`config.mk`:
```
export PLATFORM = sky130hd
export DESIGN_NAME = psum_accumulator
export DESIGN_NICKNAME = d
export VERILOG_FILES = /design/src/rtl/psum_accumulator.sv
export SDC_FILE = /design/constraint.sdc
export NUM_CORES = 1
export LEC_CHECK = 0
export BUFFER_PORTS_ARGS = -buffer_cell sky130_fd_sc_hd__buf_2
export CORE_UTILIZATION = 34
export CTS_CLUSTER_DIAMETER = 80
export DETAILED_ROUTE_END_ITERATION = 8
export GPL_TIMING_DRIVEN = 0
export PLACE_DENSITY = 0.52
export SLEW_MARGIN = 40
export SYNTH_ARGS = -nofsm -noshare
export SYNTH_HDL_FRONTEND = slang
export SYNTH_SLANG_ARGS = --single-unit
```
`constraint.sdc`:
```
create_clock -name clk -period 2.8 [get_ports clk]
set_input_delay 0.42 -clock clk [delete_from_list [all_inputs] [get_ports clk]]
set_output_delay 0.42 -clock clk [all_outputs]
set_load 0.05 [all_outputs]
```
`src/rtl/psum_accumulator.sv`:
```
// psum_accumulator: groups signed products into dot-product partial sums.
// Define PSUM_ACC_SAT_EN to clamp on overflow instead of wrapping.
module psum_accumulator #(
    parameter int W_IN  = 24,
    parameter int W_ACC = 32,
    parameter int LEN_W = 8
) (
    input  logic             clk,
    input  logic             rst,
    input  logic [LEN_W-1:0] cfg_len,
    input  logic             in_valid,
    output logic             in_ready,
    input  logic [W_IN-1:0]  in_prod,
    output logic             out_valid,
    input  logic             out_ready,
    output logic [W_ACC-1:0] out_sum,
    output logic             out_ovf
);

    localparam int MSB = W_ACC - 1;
    localparam logic [W_ACC-1:0] SAT_MAX = {1'b0, {MSB{1'b1}}};
    localparam logic [W_ACC-1:0] SAT_MIN = {1'b1, {MSB{1'b0}}};
    localparam logic [LEN_W:0]   ONE     = (LEN_W+1)'(1);

    typedef enum logic {
        ST_IDLE,
        ST_ACC
    } state_t;

    state_t           r_state;
    state_t           w_state_nxt;

    logic [LEN_W:0]   r_len;
    logic [LEN_W:0]   r_cnt;
    logic [W_ACC-1:0] r_acc;
    logic             r_ovf;

    logic             r_out_valid;
    logic [W_ACC-1:0] r_out_sum;
    logic             r_out_ovf;

    logic             w_first;
    logic [LEN_W:0]   w_cfg_len;
    logic [LEN_W:0]   w_len_eff;
    logic [LEN_W:0]   w_cnt_nxt;
    logic             w_last;
    logic             w_accept;
    logic             w_done;

    logic [W_ACC-1:0] w_prod_ext;
    logic [W_ACC-1:0] w_sum;
    logic             w_ovf_add;
    logic [W_ACC-1:0] w_acc_add;
    logic [W_ACC-1:0] w_acc_nxt;
    logic             w_ovf_nxt;

    // The first beat of a group samples cfg_len; later beats use the latched length.
    assign w_first   = (r_state == ST_IDLE);
    assign w_cfg_len = {1'b0, cfg_len};
    assign w_len_eff = w_first ? ((cfg_len == '0) ? ONE : w_cfg_len) : r_len;
    assign w_cnt_nxt = w_first ? ONE : (r_cnt + ONE);
    assign w_last    = (w_cnt_nxt == w_len_eff);

    // Only a completing beat needs a free result register.
    assign in_ready = !rst && !(w_last && r_out_valid && !out_ready);
    assign w_accept = in_valid && in_ready;
    assign w_done   = w_accept && w_last;

    assign w_prod_ext = W_ACC'($signed(in_prod));
    assign w_sum      = r_acc + w_prod_ext;
    assign w_ovf_add  = (r_acc[MSB] == w_prod_ext[MSB]) &&
                        (w_sum[MSB] != r_acc[MSB]);

`ifdef PSUM_ACC_SAT_EN
    assign w_acc_add = w_ovf_add ? (r_acc[MSB] ? SAT_MIN : SAT_MAX) : w_sum;
`else
    assign w_acc_add = w_sum;
`endif

    assign w_acc_nxt = w_first ? w_prod_ext : w_acc_add;
    assign w_ovf_nxt = w_first ? 1'b0 : (r_ovf | w_ovf_add);

    always_ff @(posedge clk) begin
        if (rst) begin
            r_state <= ST_IDLE;
        end else begin
            r_state <= w_state_nxt;
        end
    end

    always_comb begin
        w_state_nxt = r_state;
        unique case (r_state)
            ST_IDLE: begin
                if (w_accept && !w_last) begin
                    w_state_nxt = ST_ACC;
                end
            end
            ST_ACC: begin
                if (w_done) begin
                    w_state_nxt = ST_IDLE;
                end
            end
            default: w_state_nxt = ST_IDLE;
        endcase
    end

    always_ff @(posedge clk) begin
        if (rst) begin
            r_acc <= '0;
            r_cnt <= '0;
            r_len <= '0;
            r_ovf <= 1'b0;
        end else if (w_accept) begin
            r_acc <= w_acc_nxt;
            r_cnt <= w_cnt_nxt;
            r_len <= w_len_eff;
            r_ovf <= w_ovf_nxt;
        end
    end

    // A completion in the same cycle as a drain reloads the register.
    always_ff @(posedge clk) begin
        if (rst) begin
            r_out_valid <= 1'b0;
            r_out_sum   <= '0;
            r_out_ovf   <= 1'b0;
        end else if (w_done) begin
            r_out_valid <= 1'b1;
            r_out_sum   <= w_acc_nxt;
            r_out_ovf   <= w_ovf_nxt;
        end else if (r_out_valid && out_ready) begin
            r_out_valid <= 1'b0;
        end
    end

    assign out_valid = r_out_valid;
    assign out_sum   = r_out_sum;
    assign out_ovf   = r_out_ovf;

endmodule

```
==> results.md, run 1 <==
- CP max FO: 8
- Clock transition at path regs: approximately 0.07 ns
- Met1 Use GR: about 29%
- Setup crit start kind: flip-flop
- Clock Skew: 0.0124 ns
- Min setup slack post-route: around 0.059 ns
- GR Layer Usage met3: approximately 4%
- Final hold slack: 0.344 ns
- DR pass1 iterations: 4
- Number of buffers added on ports: 70
- Root buf cell: clkbuf_16
- Synth area leaders: dfxtp_1 32%, ha_1 7.4%, a21oi_1 6.1%, a211oi_1 5.8%, o21ai_0 5.1%
- # setup viols final: 0
- Post-DRT Antenna Nets: 0
- Max_cap viols: 0
- Die Height: about 130 µm
- Critical path data arrival time: around 3.0 ns
- Number of global-route vias before repair: about 5300
- Area of the mapped netlist: roughly 0.0054 mm²
- WL/cell: 18.4 µm
- Yosys reg bits: 86
- Max_slew headroom: around half
- N_diodes: 0
- Slowest Stage Delay on Critical Path: around 0.36 ns
- Design Area, Final: ~0.0067 mm²
- Most common cell after layout, fill and taps aside: buf_2
- DP Area: ~0.0060 mm²
- Num ports: 71
- Starting DRT DRC Count: between 300 and 400
- Worst r2r src: r_acc[8]
- Unrepaired setup endpoints after global routing: yes
- Crit-path most repeated cell: a211o_1
- Synth Net Count: 758
- Crit share post-route: a little over nine tenths
- Number of synthesized flops with an enable pin: 0
- Row cnt: 45
- Core area: approximately 0.015 mm²
- Power Density: around 520 mW/mm²
- Total power draw: about 3.5 mW
- Main synth FF type: dfxtp_1
- H-tree Lvls: 3
- Final min period: 2.74 ns
- Total GRT Usage: between 20% and 30%
- Pin count of the biggest net entering global routing: 17
- Synth cell types: 62
- M2 GR Usage: ~37%
- Top Usage Layer GRT: met2
- First-pass GRT wire length: 28100 µm
- Crit-path cells: ha_4, nand2_2, o21a_1, or2_1, a211o_4, a211o_1, a211o_1, a21o_1, a311oi_2
- Fill count: 1602
- CTS buffer count: 9
- Critical Path RT: between 3 and 4 ns
- Syn_area_per_cell: 7.87 µm²
- Final core occ: ~44%
- HP Start: cfg_len[6]
- Clock sinks: 86
- GP Congestion: ~0.91
- Worst VDD drop: 0.000334 V
- Area grow syn2layout: 24.2%
- Total Wirelength: 18200 µm
- Die Wd: 128 µm
- Fmax: 365 MHz
- Drt drc: 0
- Most frequent cells in the layout: 80 x buf_2, 79 x dfxtp_1, 69 x nor2_1
- Status: completed
- Post-Layout Cell Count: between 900 and 1000
- Later-pin clock latency in the skew report: between 0.3 and 0.4 ns
- Fin. max-slew vios: 0
- Syn. warnings: 0
- Placed insts: 970
- Hold Crit Class: in2reg
- CTS tree: yes
- Critical path's slowest cell: a211o_4
- Crit path capture type: flip-flop
- Nets: roughly 840
- Max Root-Sink Buffers: 2
- Share of the synthesized area in the top cell type: a little under a third
- Layout cells sized above 1: roughly 22%
- Pleak: 2.56 nW
- Post-synthesis sequential area ratio: between 30% and 40%
- Worst slack, placed: -0.482 ns
- GRT Residual Overflow: 0
- Worst Setup Path Type: reg2reg
- Ys async rst share: 0%
- Via/cell ratio: 5.67
- Mapped Cells: 689
- Sum Neg Setup Slack: 0 ns
- Via Count: 5600
- Slew of the pin with the lowest slew margin: approximately 0.74 ns
- HPWL after DPL: approximately 13000 µm
- Final Hold Viols: 0
- Largest area contributor in the synthesized netlist: dfxtp_1
- Initial antenna violation count: 0
- Crit path launch: r_acc[8]
- Post-CTS Hold Buffers: 0
- Die footprint: around 0.016 mm²
- Starting Density: a little over a third
## cells by family after synthesis
kind of cell	after synthesis	share of synthesized area (%)
simple gates	224	19.7
xor+xnor	25	4.04
compound gates	243	28.7
mux	20	3.74
buf+inv	58	4.34
fa+ha+maj	33	7.75
flops	86	31.8
## Yosys cell counts (3+ instances only)
master / n
a2111oi_0: 3
a211o_1: 5
a211oi_1: 42
a21o_1: 16
a21oi_1: 66
a31oi_1: 11
a41oi_1: 3
and2_1: 4
buf_1: 4
buf_2: 13
clkbuf_1: 23
dfxtp_1: 86
ha_1: 32
inv_1: 16
mux2i_1: 18
nand2_1: 39
nand2b_1: 6
nand3_1: 44
nand3b_1: 4
nand4_1: 7
nor2_1: 69
nor2b_1: 9
nor3_1: 19
nor4_1: 6
o21a_1: 8
o21ai_0: 55
o21ai_1: 3
o21bai_1: 3
o31a_1: 3
o31ai_1: 4
o32ai_1: 4
or3_1: 5
xnor2_1: 17
xor2_1: 8
## final timing paths
path,slack (ns),cells past startpoint,to
setup reg to reg,0.06,9,out_sum[31]
hold / removal,0.34,3,r_len[6]
setup / recovery,0.06,9,out_sum[31]
hold reg to reg,0.47,1,r_len[8]
## critical path: cells and delay by family, from the launching register on
family | cells | cell delay [ns]
compound gates | 6 | 1.66
flops | 1 | 0.34
fa+ha+maj | 1 | 0.32
simple gates | 2 | 0.32
## state kept, by name (all words and copies together) (netlist names), named ones only
name	cells
out_ovf	1
out_sum	32
out_valid	1
r_acc	32
r_cnt	9
r_len	9
r_ovf	1
## report_power, final
group	internal [mW]	switching, mW	leakage (nW)
clock	0.713	0.536	0.145
sequential	1.28	0.0442	0.705
combinational	0.352	0.552	1.71
## what timing repair did
item                       in CTS  in global routing
setup buffers                   5                  1
setup endpoints to repair      74                 66
resized for setup              35                 50
pin swaps                       4                 15
## layer usage
layer / routed length [µm] / vias up / part of all wire [%]
met3: 891 / 18 / 4.9
met4: 245 / 0 / 1.3
met2: 8540 / 165 / 47
li1: - / 2721 / -
met1: 8470 / 2696 / 47
met5: 0 / - / 0
## cell type report
type                       instances  area, µm²  area share (%)
clock inverter                     5       60.1           0.892
clock buffer                      10        239            3.55
sequential                        86       1740            25.8
tap                              211        264            3.92
buffer                            38        173            2.56
multi-input combinational        545       3790            56.3
inverter                          17       65.1           0.966
timing repair buffer              76        404            6.00
Power figures use the tool's default switching activity.
==> run 2, diff against run 1 <==
--- a/config.mk
+++ b/config.mk
@@ -6,6 +6,7 @@
 export NUM_CORES = 1
 export LEC_CHECK = 0
 export BUFFER_PORTS_ARGS = -buffer_cell sky130_fd_sc_hd__buf_2
+export CORE_ASPECT_RATIO = 0.7
 export CORE_UTILIZATION = 34
 export CTS_CLUSTER_DIAMETER = 80
 export DETAILED_ROUTE_END_ITERATION = 8
==> run 2 against run 1 <==
Effect of this change: combinational power rose by 5.6%; via count is 1.8% higher; largest power group unchanged; critical path depth unchanged; largest cell class unchanged.
==> results.md, run 2 (synthesis gave the netlist of run 1 again) <==
- Status: completed
- Slew of the pin with the lowest slew margin: 0.747 ns
- Pleak: between 2 and 3 nW
- Root buf cell: clkbuf_16
- Sw Pwr: approximately 1.1 mW
- Drt drc: 0
- Max_slew headroom: between 50% and 60%
- Sum Neg Setup Slack: 0 ns
- Starting Density: 34.9%
- Fill count: 1586
- Critical path data arrival time: 2.99 ns
- Worst VDD drop: 0.000268 V
- Number of global-route vias before repair: approximately 5200
- Critical path's slowest cell: a211o_4
- Max Root-Sink Buffers: 2
- Final core occ: approximately 44%
- Core area: roughly 0.016 mm²
- # setup viols final: 0
- Post-CTS Hold Buffers: 0
- Die Wd: ~150 µm
- Later-pin clock latency in the skew report: ~0.34 ns
- WL/cell: ~19 µm
- Post-Layout Cell Count: 984
- Fmax: around 370 MHz
- Final hold slack: between 0.3 and 0.4 ns
- Crit path launch: r_acc[8]
- CTS buffer count: 9
- Crit-path cells: ha_4, nand2_2, o21a_1, or2_1, a211o_4, a211o_1, a211o_1, a21o_1, a311oi_2
- DR pass1 iterations: 5
- HPWL after DPL: between 10000 and 15000 µm
- DP Area: 0.00602 mm²
- Design Area, Final: around 0.0069 mm²
- Final Hold Viols: 0
- Hold Crit Class: in2reg
- Layout cells sized above 1: 23.6%
- Clock transition at path regs: 0.07 ns
- Reg area: approximately 0.0017 mm²
- Initial antenna violation count: 0
- CP max FO: 8
- Die footprint: between 0.015 and 0.02 mm²
- Worst slack, placed: -0.595 ns
- Delay-heaviest family, CP: compound AO/OA/AOI/OAI gates
- First-pass GRT wire length: a little under 30000 µm
- Most frequent cells in the layout: 81 x dfxtp_1, 76 x buf_2, 69 x nor2_1
- Placed insts: 959
- Fin. max-slew vios: 0
- Clock sinks: 86
- HP Start: cfg_len[4]
- Setup crit start kind: flip-flop
- Total power draw: between 3 and 4 mW
- Max_cap viols: 0
- Via Count: between 5000 and 6000
- Multi-input gate area: between 0.003 and 0.004 mm²
- Min setup slack post-route: between 0.06 and 0.07 ns
- GRT Residual Overflow: 0
- Via/cell ratio: a little under 6
- Row cnt: 38
- Crit share post-route: between 90% and 100%
- Post-DRT Antenna Nets: 0
- Total Wirelength: around 19000 µm
- Crit path capture type: flip-flop
- Number of buffers added on ports: 70
- Crit-path most repeated cell: a211o_1
- H-tree Lvls: 3
- Reg power frac: a little under two fifths
- Power Density: just over 500 mW/mm²
- Critical Path RT: ~3.1 ns
- Area grow syn2layout: 26.5%
- Pin count of the biggest net entering global routing: 17
- Die Height: between 100 and 150 µm
- Sw Ratio: roughly a third
- CP Buf/Inv Count: 0
- Nets: about 850
- GP Congestion: approximately 0.94
- Num ports: 71
- Combinational power share: a little over a quarter
- Clock Skew: around 0.0086 ns
- Most common cell after layout, fill and taps aside: dfxtp_1
- CTS tree: yes
- Starting DRT DRC Count: 431
- Total GRT Usage: 23.0%
- Final min period: 2.74 ns
- Worst r2r src: r_acc[8]
- Worst Setup Path Type: reg2reg
- N_diodes: 0
- Internal Power: approximately 2.3 mW
- Power share of the clock group: 34.5%
- Slowest Stage Delay on Critical Path: between 0.3 and 0.4 ns
==> run 2: cell types whose count changed in the layout (fill, tap and decap cells not counted), moves of 3 or more <==
cell / delta
o21ai_1: -3
ha_4: +3
ha_1: -4
buf_4: +10
buf_2: -4
==> run 2: final cells by class <==
type                    count  area share, %
multi-input cells         545           56.7
flip-flops and latches     86           25.2
repair buffers             83           6.61
well taps                 200           3.65
clock buffers               9           3.28
plain buffers              38           2.63
inverters                  17          0.985
clock inverters             6          0.931
==> run 2: final timing paths <==
check / end / slack, ns / depth (start not counted)
worst max-delay path: out_sum[31] / 0.06 / 9
worst min-delay path: r_len[4] / 0.36 / 3
worst max register to register: out_sum[31] / 0.06 / 9
worst min register to register: r_len[8] / 0.46 / 1
==> run 2: what timing repair did <==
action,in CTS,in global routing
resized for setup,46,52
pin swaps,9,19
setup buffers,8,6
endpoints found under the setup margin,74,69
==> run 2: per-layer routing <==
metal / global-route usage, % / routed length (µm) / vias to the layer above
li1: - / - / 2735
met1: 34.2 / 9730 / 2755
met2: 33.9 / 7920 / 191
met3: 3.62 / 1140 / 20
met4: 6.28 / 297 / 0
met5: 0 / 0 / -
==> run 2: worst reg2reg max path, delay by kind of cell (launching register included) <==
| kind | cells | cell delay [ns] |
|---|---|---|
| AOI/OAI and AO/OA | 6 | 1.67 |
| and+or+nand+nor | 2 | 0.31 |
| adders and majority gates | 1 | 0.32 |
| DFF | 1 | 0.34 |
==> run 2: power by group through the flow <==
stage / clock, mW / combinational (mW) / sequential (mW)
floorplan: 0 / 0.563 / 1.35
global placement: 0 / 0.792 / 1.34
detailed placement: 0 / 0.804 / 1.34
CTS: 1.23 / 0.871 / 1.32
global route: 1.27 / 1.04 / 1.33
finish: 1.20 / 0.955 / 1.32
